<file path="src/rtl/tpu_pkg.sv">
// Shared tpumac definitions: default operand/array sizes, feeder state encoding,
// and a helper that locates lane/column slices in flattened packed vectors.
package tpu_pkg;

  localparam int TPU_BITS_AB = 8;
  localparam int TPU_DIM     = 8;

  typedef enum logic [0:0] {
    IDLE   = 1'b0,
    STREAM = 1'b1
  } feeder_state_t;

  function automatic int lane_lsb(input int lane, input int width);
    return lane * width;
  endfunction

endpackage

</file>
<file path="src/rtl/systolic_a_skew_feeder.sv">
// Buffers a DIM x DIM tile of signed A operands and streams it diagonally skewed
// into the systolic array's left edge, advancing only on the shared en stall.
module systolic_a_skew_feeder
  import tpu_pkg::*;
#(
  parameter  int BITS_AB = TPU_BITS_AB,
  parameter  int DIM     = TPU_DIM,
  localparam int ADDR_W  = $clog2(DIM)
) (
  input  logic                     clk,
  input  logic                     rst_n,
  input  logic                     en,
  input  logic                     WrEn,
  input  logic [ADDR_W-1:0]        Row_addr,
  input  logic [DIM*BITS_AB-1:0]   Ain_row,
  input  logic                     start,
  output logic [DIM*BITS_AB-1:0]   Aout,
  output logic                     busy,
  output logic                     done
);

  localparam int             T_W    = $clog2(2*DIM-1);
  localparam logic [T_W-1:0] T_LAST = T_W'(2*DIM-2);

  logic signed [BITS_AB-1:0] mem_q [DIM][DIM];
  feeder_state_t             state_q, state_d;
  logic [T_W-1:0]            t_q, t_d;
  logic [DIM*BITS_AB-1:0]    aout_q, aout_d;
  logic [DIM*BITS_AB-1:0]    slice;
  logic                      done_q, done_d;
  logic                      wr_ok;

  // Tile is frozen while streaming; rows beyond DIM never match any r below.
  assign wr_ok = WrEn && (state_q == IDLE);

  always_ff @(posedge clk or negedge rst_n) begin
    if (!rst_n) begin
      for (int r = 0; r < DIM; r++)
        for (int c = 0; c < DIM; c++)
          mem_q[r][c] <= '0;
    end else if (wr_ok) begin
      for (int r = 0; r < DIM; r++)
        if (int'(Row_addr) == r)
          for (int c = 0; c < DIM; c++)
            mem_q[r][c] <= Ain_row[lane_lsb(c, BITS_AB) +: BITS_AB];
    end
  end

  // Lane i carries column t-i of row i while that column exists, zero otherwise.
  for (genvar i = 0; i < DIM; i++) begin : g_lane
    logic [ADDR_W-1:0] idx;
    logic              sel;
    assign idx = ADDR_W'(t_q - T_W'(i));
    assign sel = (int'(t_q) >= i) && ((int'(t_q) - i) < DIM);
    assign slice[lane_lsb(i, BITS_AB) +: BITS_AB] = sel ? mem_q[i][idx] : '0;
  end

  always_comb begin
    state_d = state_q;
    t_d     = t_q;
    aout_d  = aout_q;
    done_d  = 1'b0;
    case (state_q)
      IDLE: begin
        if (en) aout_d = '0;
        if (start) begin
          state_d = STREAM;
          t_d     = '0;
        end
      end
      STREAM: begin
        if (en) begin
          aout_d = slice;
          t_d    = t_q + 1'b1;
          if (t_q == T_LAST) begin
            done_d  = 1'b1;
            state_d = IDLE;
          end
        end
      end
      default: state_d = IDLE;
    endcase
  end

  always_ff @(posedge clk or negedge rst_n) begin
    if (!rst_n) begin
      state_q <= IDLE;
      t_q     <= '0;
      aout_q  <= '0;
      done_q  <= 1'b0;
    end else begin
      state_q <= state_d;
      t_q     <= t_d;
      aout_q  <= aout_d;
      done_q  <= done_d;
    end
  end

  assign Aout = aout_q;
  assign busy = (state_q == STREAM);
  assign done = done_q;

endmodule

</file>
<file path="config.mk">
export PLATFORM = sky130hd
export DESIGN_NAME = systolic_a_skew_feeder
export DESIGN_NICKNAME = d
export VERILOG_FILES = /design/src/rtl/tpu_pkg.sv /design/src/rtl/systolic_a_skew_feeder.sv
export SDC_FILE = /design/constraint.sdc
export NUM_CORES = 1
export LEC_CHECK = 0
export CORE_UTILIZATION = 58
export CTS_CLUSTER_DIAMETER = 40
export CTS_CLUSTER_SIZE = 16
export DETAILED_ROUTE_END_ITERATION = 10
export PLACE_DENSITY = 0.78
export SLEW_MARGIN = 20
export SYNTH_ARGS = -nofsm -noshare
export SYNTH_HDL_FRONTEND = slang
export SYNTH_SLANG_ARGS = --single-unit
</file>
<file path="constraint.sdc">
create_clock -name clk -period 3 [get_ports clk]
set_input_delay 0.6 -clock clk [delete_from_list [all_inputs] [get_ports clk]]
set_output_delay 0.6 -clock clk [all_outputs]
set_load 0.005 [all_outputs]
</file>
==> impl_metrics.env, run 1 <==
export IMPL_status="completed"
export IMPL_clock_path_buffers=3
export IMPL_syn_to_final_growth_pct=19.4
export IMPL_critPathLaunch="t_q[1]"
export IMPL_syn_avg_cell_area_um2=16.0
export IMPL_totalWireLength_um=65900
export IMPL_min_from="mem_q[494]"
export IMPL_startpoint_type="flip-flop"
export IMPL_hpwlAfterDp_um=42900
export IMPL_critical_path_class="reg2reg"
export IMPL_vias=14858
export IMPL_path_max_fanout=19
export IMPL_crit_family="multiplexers"
export IMPL_grt_use_total_pct=31.0
export IMPL_drc=0
export IMPL_die_h_um=212
export IMPL_yosys_warnings=0
export IMPL_crit_required_ns=3.44
export IMPL_synthDistinctLibCells=38
export IMPL_grt_setup_unrepaired="no"
export IMPL_setup_slack_ns=0.421
export IMPL_ys_async_sr_fraction_pct=100
export IMPL_cts_sinks=582
export IMPL_core_um2=43400
export IMPL_layout_drive_gt1_share_pct=45.8
export IMPL_cts_tree="done"
export IMPL_rows=76
export IMPL_setup_tns_ns=0
export IMPL_synth_fp_nets=1692
export IMPL_clk_latency_ns=0.60
export IMPL_slowest_stage="mux2i_1"
export IMPL_syn_inst=1604
export IMPL_worstHoldPathType="reg2reg"
export IMPL_worst_path_largest_cell_delay_ns=0.51
export IMPL_wl_per_cell_um=27.2
export IMPL_p_leak_nw=14.4
export IMPL_reg2reg_from="t_q[1]"
export IMPL_netlist_area_leader_share_pct=56.8
export IMPL_cts_root_buf="clkbuf_16"
export IMPL_setup_viol=0
export IMPL_yosysMostFrequentCell="dfrtp_1"
export IMPL_cp_num_buf_inv=2
export IMPL_p_per_area_nw_per_um2=887
export IMPL_die_w_um=212
export IMPL_synth_seq_cells=582
export IMPL_maxSlewHeadroom_pct=48.0
export IMPL_finalCriticalPeriod_ns=2.58
export IMPL_synthTopCellsByCount="582 x dfrtp_1, 513 x mux2_2, 128 x mux4_2"
export IMPL_dpl_worst_slack_ns=0.439
export IMPL_gp_congestion=0.843
export IMPL_peakVddDrop_mv=0.907
export IMPL_first_iter_violations=947
export IMPL_ys_seq_area_share_pct=56.8
export IMPL_cap_viol_max_count=0
export IMPL_crit_chain="inv_1, ha_4, buf_12, mux4_2, mux2i_1, o22ai_1"
export IMPL_postCtsSetupBuffers=0
export IMPL_slew_violations=0
export IMPL_synth_area_um2=25600
export IMPL_antenna_found_initial=3
export IMPL_cts_made_buffers=77
export IMPL_cp_arrival_ns=3.02
export IMPL_cts_max_level=3
export IMPL_grt_first_pass_wirelength_um=101000
export IMPL_max_slew_worst_pin_slew_ns=0.776
export IMPL_hold_viol=0
export IMPL_ys_flop_type="dfrtp_1"
export IMPL_io_pin_count=138
export IMPL_io_buffers=137
export IMPL_synth_area_leaders="dfrtp_1 57%, mux2_2 23%, mux4_2 11%"
export IMPL_worst_setup_path_end_kind="flip-flop"
export IMPL_period_share_pct=86.0
export IMPL_finClkSkew_ns=0.0139
export IMPL_grt_max_degree=92
export IMPL_nets=1858
export IMPL_grt_overflow=0
export IMPL_clk_pin_slew_ns=0.05
export IMPL_drt_pass1_iterations=5
export IMPL_grt_pass1_vias=15992
export IMPL_vias_per_cell=6.14
export IMPL_power_w=0.0271
export IMPL_fmax_mhz=388
export IMPL_yosys_area_top_type="dfrtp_1"
export IMPL_final_antenna_net_count=0
export IMPL_die_area_um2=45000
export IMPL_synth_enable_flop_cells=0
export IMPL_start_util_pct=59.1
cell families (layout without fill, tap and decap cells):
| group | after synthesis | after routing | share of synthesized area (%) |
|---|---|---|---|
| buffers and inverters | 174 | 402 | 2.90 |
| other | 0 | 4 | 0 |
| adders and majority gates | 16 | 16 | 0.781 |
| DFF | 582 | 582 | 56.8 |
| muxes | 705 | 705 | 36.3 |
| and+or+nand+nor | 35 | 35 | 0.693 |
| xor gates and xnor gates | 4 | 4 | 0.195 |
| AOI/OAI and AO/OA | 88 | 88 | 2.30 |
state kept, by name, summed over array words and instances (netlist names):
signal,flops
t_q,4
mem_q,512
busy,1
Aout,64
done,1
per-stage QoR:
stage / cells / util [%] / hold WS, ns / cell area, um2
6_report: 2421 / 70.6 / 0.496 / 30600
4_1_cts: 2417 / 70.5 / 0.498 / 30600
5_1_grt: 2417 / 70.5 / 0.508 / 30600
2_1_floorplan: 1604 / - / 0.304 / 25600
3_3_place_gp: 2275 / 64.5 / 0.481 / 28000
3_5_place_dp: 2275 / 64.5 / 0.487 / 28000
final timing paths:
path / to / slack [ns] / cells after the start
setup / recovery: Aout[61] / 0.42 / 6
hold reg to reg: mem_q[494] / 0.50 / 1
hold / removal: mem_q[494] / 0.50 / 1
min in group asynchronous: mem_q[110] / 0.54 / 2
setup reg to reg: Aout[61] / 0.42 / 6
max in group asynchronous: mem_q[229] / 1.56 / 3
worst register-to-register path, stage by stage, from the launching register on:
cell     delay [ns]
dfrtp_4        0.48
inv_1          0.26
ha_4           0.44
buf_12         0.25
mux4_2         0.33
mux2i_1        0.51
o22ai_1        0.15
per-layer routing:
layer  wire length, um  global-route usage, %  vias to the layer above
met5                 0                      0                        -
met4              3250                   15.6                        0
met3              3830                   6.48                      128
met2             30900                   46.9                      403
met1             27900                   42.9                     8025
li1                  -                      -                     6302
report_power, final:
group	internal [W]	switching, W	total, W
clock	0.00563	0.00357	0.00921
sequential	0.00920	0.000762	0.00996
combinational	0.00387	0.00408	0.00795
what timing repair did:
item                      CTS  global route
hold endpoints to repair   42             0
resized for setup           0             0
hold buffers                1             0
placed cells by master (no fill, tap or decap), drive strengths merged, types with 2 or more instances in the layout:
cell type,count
a21boi,3
a21oi,6
and3,3
buf,53
bufinv,7
clkbuf,95
clkdlybuf4s50,135
clkinv,13
clkinvlp,10
dfrtp,582
diode,4
ha,16
inv,88
mux2,513
mux2i,64
mux4,128
nand2,17
nand3b,3
nor2,4
nor3b,3
o211ai,2
o21ai,6
o22ai,56
o31ai,2
o32ai,9
xor2,3
cell type report:
cell class / count / area [um2]
sequential: 582 / 14600
inverter: 72 / 270
fill: 2761 / 12800
timing repair buffer: 189 / 2040
clock buffer: 95 / 2090
tap: 585 / 732
multi-input combinational: 848 / 10400
clock inverter: 46 / 520
antenna: 4 / 10.0
No activity file was read; power rests on OpenSTA's default activity.
==> run 2: changes to the inputs <==
--- a/config.mk
+++ b/config.mk
@@ -5,6 +5,7 @@
 export SDC_FILE = /design/constraint.sdc
 export NUM_CORES = 1
 export LEC_CHECK = 0
+export ABC_CLOCK_PERIOD_IN_PS = 3000
 export CORE_UTILIZATION = 58
 export CTS_CLUSTER_DIAMETER = 40
 export CTS_CLUSTER_SIZE = 16
==> results of run 2 <==
Final layout, timing and power as in run 1 (identical DEF).
